**src/rtl/pm_fetch_pkg.sv**
```systemverilog
// Shared types, limits and helpers for the slow program-memory fetch reader.
package pm_fetch_pkg;

    typedef enum logic {
        IDLE = 1'b0,
        WAIT = 1'b1
    } fetch_state_t;

    localparam int TIMER_W         = 4;
    localparam int WAIT_CYCLES_MIN = 1;
    localparam int WAIT_CYCLES_MAX = (1 << TIMER_W) - 1;
    localparam int CNT_W           = 8;

    // Statistics counters stick at all-ones instead of wrapping.
    function automatic logic [CNT_W-1:0] sat_inc(input logic [CNT_W-1:0] value);
        return (&value) ? value : value + 1'b1;
    endfunction

endpackage

```
**src/rtl/pm_wait_timer.sv**
```systemverilog
// Loadable down-counter that flags the cycle in which a loaded count has run out.
module pm_wait_timer
    import pm_fetch_pkg::*;
(
    input  logic               clk,
    input  logic               reset,
    input  logic               load_i,
    input  logic [TIMER_W-1:0] load_val_i,
    input  logic               clear_i,
    output logic               done_o
);

    logic [TIMER_W-1:0] count_q, count_d;
    logic               running_q, running_d;

    assign done_o = running_q && (count_q == '0);

    always_comb begin
        // NOTE: every combinational output gets a default first so no path infers a latch.
        count_d   = count_q;
        running_d = running_q;
        if (clear_i) begin
            count_d   = '0;
            running_d = 1'b0;
        end else if (load_i) begin
            count_d   = load_val_i;
            running_d = 1'b1;
        end else if (done_o) begin
            running_d = 1'b0;
        end else if (running_q) begin
            count_d = count_q - 1'b1;
        end
    end

    always_ff @(posedge clk or posedge reset) begin
        if (reset) begin
            count_q   <= '0;
            running_q <= 1'b0;
        end else begin
            count_q   <= count_d;
            running_q <= running_d;
        end
    end

endmodule

```
**src/rtl/pm_fetch_reader.sv**
```systemverilog
// CPU-side reader for the slow program ROM: wait-state miss path, one-entry
// last-fetch buffer for repeated addresses, and saturating hit/miss statistics.
module pm_fetch_reader
    import pm_fetch_pkg::*;
#(
    parameter int WAIT_CYCLES = 3,
    parameter int ADDR_W      = 8,
    parameter int DATA_W      = 8
) (
    input  logic              clk,
    input  logic              reset,
    input  logic              fetch_req,
    input  logic [ADDR_W-1:0] fetch_addr,
    input  logic              flush,
    output logic [ADDR_W-1:0] pm_addr,
    input  logic [DATA_W-1:0] pm_data,
    output logic [DATA_W-1:0] instr_out,
    output logic              instr_valid,
    output logic              busy,
    output logic [CNT_W-1:0]  hit_count,
    output logic [CNT_W-1:0]  miss_count
);

    if (WAIT_CYCLES < WAIT_CYCLES_MIN || WAIT_CYCLES > WAIT_CYCLES_MAX) begin : g_bad_wait
        $error("pm_fetch_reader: WAIT_CYCLES must lie in 1..15");
    end

    // The timer counts the settle cycles remaining after the launch edge.
    localparam logic [TIMER_W-1:0] TIMER_LOAD = TIMER_W'(WAIT_CYCLES - 1);

    fetch_state_t      state_q;
    logic [ADDR_W-1:0] pm_addr_q, tag_q;
    logic [DATA_W-1:0] instr_q, buf_q;
    logic              tag_valid_q, valid_q, busy_q;
    logic [CNT_W-1:0]  hit_cnt_q, miss_cnt_q, hit_cnt_d, miss_cnt_d;

    logic accept, hit, launch, abort, timer_done;

    assign accept     = (state_q == IDLE) && fetch_req && !flush;
    assign hit        = tag_valid_q && (fetch_addr == tag_q);
    assign launch     = accept && !hit;
    assign abort      = (state_q == WAIT) && flush;
    assign hit_cnt_d  = sat_inc(hit_cnt_q);
    assign miss_cnt_d = sat_inc(miss_cnt_q);

    pm_wait_timer u_timer (
        .clk        (clk),
        .reset      (reset),
        .load_i     (launch),
        .load_val_i (TIMER_LOAD),
        .clear_i    (abort),
        .done_o     (timer_done)
    );

    always_ff @(posedge clk or posedge reset) begin
        if (reset) begin
            state_q     <= IDLE;
            pm_addr_q   <= '0;
            instr_q     <= '0;
            // NOTE: the buffer is a plain register, so it is reset along with its tag.
            buf_q       <= '0;
            tag_q       <= '0;
            tag_valid_q <= 1'b0;
            valid_q     <= 1'b0;
            busy_q      <= 1'b0;
            hit_cnt_q   <= '0;
            miss_cnt_q  <= '0;
        end else begin
            // NOTE: non-blocking default makes instr_valid a one-cycle pulse unless re-set below.
            valid_q <= 1'b0;
            if (flush) begin
                tag_valid_q <= 1'b0;
            end
            case (state_q)
                IDLE: begin
                    if (accept) begin
                        if (hit) begin
                            instr_q   <= buf_q;
                            valid_q   <= 1'b1;
                            hit_cnt_q <= hit_cnt_d;
                        end else begin
                            pm_addr_q  <= fetch_addr;
                            miss_cnt_q <= miss_cnt_d;
                            busy_q     <= 1'b1;
                            state_q    <= WAIT;
                        end
                    end
                end
                WAIT: begin
                    // An abort drops the fetch silently; instr_out and pm_addr keep their values.
                    if (flush) begin
                        busy_q  <= 1'b0;
                        state_q <= IDLE;
                    end else if (timer_done) begin
                        instr_q     <= pm_data;
                        buf_q       <= pm_data;
                        tag_q       <= pm_addr_q;
                        tag_valid_q <= 1'b1;
                        valid_q     <= 1'b1;
                        busy_q      <= 1'b0;
                        state_q     <= IDLE;
                    end
                end
            endcase
        end
    end

    assign pm_addr     = pm_addr_q;
    assign instr_out   = instr_q;
    assign instr_valid = valid_q;
    assign busy        = busy_q;
    assign hit_count   = hit_cnt_q;
    assign miss_count  = miss_cnt_q;

endmodule

```
**config.mk**
```make
export PLATFORM = sky130hd
export DESIGN_NAME = pm_fetch_reader
export DESIGN_NICKNAME = d
export VERILOG_FILES = /design/src/rtl/pm_fetch_pkg.sv /design/src/rtl/pm_wait_timer.sv /design/src/rtl/pm_fetch_reader.sv
export SDC_FILE = /design/constraint.sdc
export NUM_CORES = 1
export LEC_CHECK = 0
export BUFFER_PORTS_ARGS = -buffer_cell sky130_fd_sc_hd__buf_2
export CELL_PAD_IN_SITES_DETAIL_PLACEMENT = 2
export CELL_PAD_IN_SITES_GLOBAL_PLACEMENT = 2
export CORE_ASPECT_RATIO = 2
export CORE_MARGIN = 1.5
export CORE_UTILIZATION = 35
export CTS_CLUSTER_SIZE = 30
export DETAILED_ROUTE_END_ITERATION = 12
export GPL_TIMING_DRIVEN = 1
export PLACE_DENSITY_LB_ADDON = 0.15
export SLEW_MARGIN = 20
export SYNTH_ARGS = -nofsm -noshare
export SYNTH_HDL_FRONTEND = slang
export SYNTH_SLANG_ARGS = --single-unit
```
**constraint.sdc**
```tcl
create_clock -name clk -period 2.3 [get_ports clk]
set_input_delay 0.115 -clock clk [delete_from_list [all_inputs] [get_ports clk]]
set_output_delay 0.115 -clock clk [all_outputs]
set_load 0.02 [all_outputs]
```
==> results.cfg <==
[run_status]
result_of_the_run = finished with violations
failed_checks = negative hold slack

[cts]
path_clk_slew_ps = 50
clock_tree.root_cell = sky130_fd_sc_hd__clkbuf_16
tritoncts = done
buffer_depth_of_the_longest_clock_path = 2
clock_sinks = 57
postCtsHoldBufs = 0
worstSkewPairLatency_ps = 330
cts_resized = 0
clock_buffers_created_by_tritoncts = 9
h-tree-depth = 3
buffers_inserted_during_post_cts_setup_optimization = 0

[floorplanning]
die_area_mm2 = 0.00785
die_width_um = 63.4
chipHeight_um = 124
floorplan.initialDensity = 0.365
core_mm2 = 0.00699
ios = 54
rows = 43

[placed_design]
place_area_mm2 = 0.00293
detailed_place_hpwl_mm = 4.43
buffer_ports.inserted = 53
gp_routability_congestion = 0.731
dp_cells = 357

[finish]
layout_cells_sized_above_1 = 0.371
antenna_cells_inserted = 0
post_route_design_area_mm2 = 0.00325
fin_cells = 373
area_growth_syn_to_layout_pct = 27.3
finish.net_count = 302

[route]
wl_per_cell_um = 16.3
route.final.wire_length_mm = 6.09
drt_first_iter_violations = 98
met3_wirelength_um = 214
topRoutingLayerUsed = met4
route.antenna.remaining_nets = 0
drt-met1-wl_mm = 2.26
wire_length_on_met2_mm = 3.50
first_pass_iters = 4
vias = 1882
drc_errors = 0
routed_vias_inst = 5.05

[worst_setup_path]
timing.critical_path.required_ps = 2500
worst_path_dominant_cell_family = simple AND/OR/NAND/NOR gates
crit_type = flop to flop
cp.buffers_inverters = 2
critical_register_to_register_path_startpoint = tag_q[0]$_DFFE_PP0P_
setup.reg_to_reg.worst_slack_ps = 140
timing.critical_path.to_type = flop
crit_path_start_kind = flop
ff2ff_path_depth = 8
timing.critical_path.arrival_ps = 2370
instance_count_on_the_critical_path = 8
path_max_fanout = 6
critical_path.slowest_cell = sky130_fd_sc_hd__dfrtp_1
timing.critical_path.slowest_cell_delay_ps = 390
path_cells = xor2_1 > nor3_1 > and4_1 > buf_4 > a311o_1 > buf_4 > nor3_2 > xor2_1
worstReg2RegEnd = miss_count[5]$_DFFE_PP0P_

[sta]
period_share = 0.941
final-setup-viol-count = 0
fmaxAchievable_mhz = 462
finalClockSkew_ps = 5.76
fin_tns_setup_ps = 0
hold_viol_final = 17
worst_hold_slack_ps = -24.0
timing.slew.headroom = 0.512
tightest_slew_ps = 733
final-max-slew-violation-count = 0
period_needed_ps = 2160
setup_repair_after_global_routing_missed_its_margin = no

[power]
power_switching_mw = 1.29
ir_drop_mv = 0.604
pwr-share-comb = 0.277
pwr-share-clk = 0.332
seq_power_share = 0.391
total_leakage_power_nw = 1.64
power.density_mw_per_mm2 = 1230
intPower_mw = 2.71
total_power_mw = 3.99
power.share.switching = 0.322

[yosys]
post_synthesis_cells = 214
combinational_family_with_the_most_area_after_synthesis = multiplexers
yosysTopAreaCell = sky130_fd_sc_hd__dfrtp_1
count_of_flip_flops_with_a_built_in_enable_after_synthesis = 0
post_synth_and_or_nand_nor_area_fraction = 0.105
synth-adder-area-share = 0.0196
post-synth-top-count-cell = sky130_fd_sc_hd__dfrtp_1
synth_common_cells = sky130_fd_sc_hd__dfrtp_1, sky130_fd_sc_hd__mux2_2, sky130_fd_sc_hd__nor2_1, sky130_fd_sc_hd__xor2_1, sky130_fd_sc_hd__inv_1
synth_compound_gate_area_share = 0.0647
yosys.area_share.xor_xnor = 0.0721
fraction_of_synthesized_area_in_multiplexers = 0.146
unique_cell_type_count_in_the_yosys_netlist = 34
post-synth-top-area-fraction = 0.559
post_synth.cell_area_avg_um2 = 11.9
synthesis.nets = 238
yosys_warnings = 0
syn_area_mm2 = 0.00255
synth_seq_area_share = 0.559
postSynth.topFlopCell = sky130_fd_sc_hd__dfrtp_1
synth_seq_cells = 57
ys_top_cells_by_area = sky130_fd_sc_hd__dfrtp_1, sky130_fd_sc_hd__mux2_2, sky130_fd_sc_hd__xor2_1
async_reset_ff_frac = 1.00

[global_routing]
grt_overflow_total = 0
grt_max_degree = 58
antenna_found_initial = 0
grt_use_total = 0.179
grt_pass1_wl_mm = 10.5
via_count_of_the_first_global_routing_pass = 2167

[worst_hold_path]
min_path_type = input port to asynchronous set/reset pin

[flow_run]
timing.max_cap.violations = 0
==> through the flow <==
stage	util	setup slack, ps
CTS	0.464	23.7
global route	0.464	10.3
finish	0.464	136
global placement	0.419	137
floorplan	-	505
detailed placement	0.419	74.6
==> metal layers <==
| metal | up-vias | global-route usage |
|---|---|---|
| met5 | - | 0 |
| met4 | 0 | 0.102 |
| met3 | 9 | 0.0397 |
| met2 | 43 | 0.338 |
| met1 | 964 | 0.175 |
| li1 | 866 | - |
==> sequential cells by signal (all words and copies together) (netlist names) <==
| signal | flops |
|---|---|
| u_timer.count_q | 4 |
| instr_out | 8 |
| tag_valid_q | 1 |
| busy | 1 |
| instr_valid | 1 |
| state_q | 1 |
| buf_q | 8 |
| pm_addr | 8 |
| miss_count | 8 |
| tag_q | 8 |
| hit_count | 8 |
| u_timer.running_q | 1 |
==> how the worst max path moves through the flow <==
stage | start | end
floorplan | u_timer.count_q[0]$_DFFE_PP0P_ | buf_q[0]$_DFFE_PP0P_
global placement | tag_q[0]$_DFFE_PP0P_ | miss_count[5]$_DFFE_PP0P_
detailed placement | tag_q[3]$_DFFE_PP0P_ | instr_out[3]$_DFFE_PP0P_
CTS | tag_q[5]$_DFFE_PP0P_ | instr_out[2]$_DFFE_PP0P_
global route | tag_q[0]$_DFFE_PP0P_ | hit_count[7]$_DFFE_PP0P_
finish | tag_q[0]$_DFFE_PP0P_ | miss_count[5]$_DFFE_PP0P_
==> worst min-delay path, delay by kind of cell <==
| kind | cells | cell delay (ps) |
|---|---|---|
| buf+inv | 3 | 680 |
==> kinds of logic (layout without fill, tap and decap cells) <==
kind of cell | Yosys count | count (layout)
flip-flops | 57 | 57
AND/OR/NAND/NOR | 53 | 53
multiplexers | 34 | 34
AO/OA/AOI/OAI | 27 | 27
XOR/XNOR | 21 | 21
buffers and inverters | 18 | 87
adder cells (fa/ha/maj) | 4 | 4
==> power groups by stage <==
stage / clock network (mW) / logic [mW] / registers (mW)
after global placement: 0 / 1.09 / 1.56
after global routing: 1.42 / 1.25 / 1.61
after floorplan: 0 / 0.581 / 1.73
after CTS: 1.37 / 1.14 / 1.57
after detailed placement: 0 / 1.13 / 1.58
final: 1.33 / 1.11 / 1.56
==> layout by cell type, fill, tap and decap left out, types with 2 or more instances in the layout <==
cell,synthesis,layout
sky130_fd_sc_hd__dfrtp_1,57,57
sky130_fd_sc_hd__buf_4,0,5
sky130_fd_sc_hd__nand3_1,9,9
sky130_fd_sc_hd__ha_1,4,4
sky130_fd_sc_hd__xor2_1,15,15
sky130_fd_sc_hd__o22ai_1,3,3
sky130_fd_sc_hd__nand2_1,11,11
sky130_fd_sc_hd__buf_2,2,53
sky130_fd_sc_hd__a21oi_1,5,5
sky130_fd_sc_hd__xnor2_1,6,6
sky130_fd_sc_hd__nand2b_1,2,2
sky130_fd_sc_hd__nand4_1,3,3
sky130_fd_sc_hd__inv_1,13,12
sky130_fd_sc_hd__clkbuf_8,0,6
sky130_fd_sc_hd__clkbuf_16,0,9
sky130_fd_sc_hd__mux2i_1,8,8
sky130_fd_sc_hd__nor2_1,15,15
sky130_fd_sc_hd__nor3_1,6,6
sky130_fd_sc_hd__o21ai_0,11,11
sky130_fd_sc_hd__mux2_2,26,26
==> cell type report <==
| cell class | instances | area, um2 |
|---|---|---|
| flip-flops and latches | 57 | 1430 |
| repair buffers | 58 | 303 |
| well taps | 90 | 113 |
| fillers | 751 | 3750 |
| clock inverters | 1 | 5.00 |
| multi-input cells | 139 | 1040 |
| clock buffers | 15 | 308 |
| inverters | 13 | 48.8 |
Power figures use the tool's default switching activity.
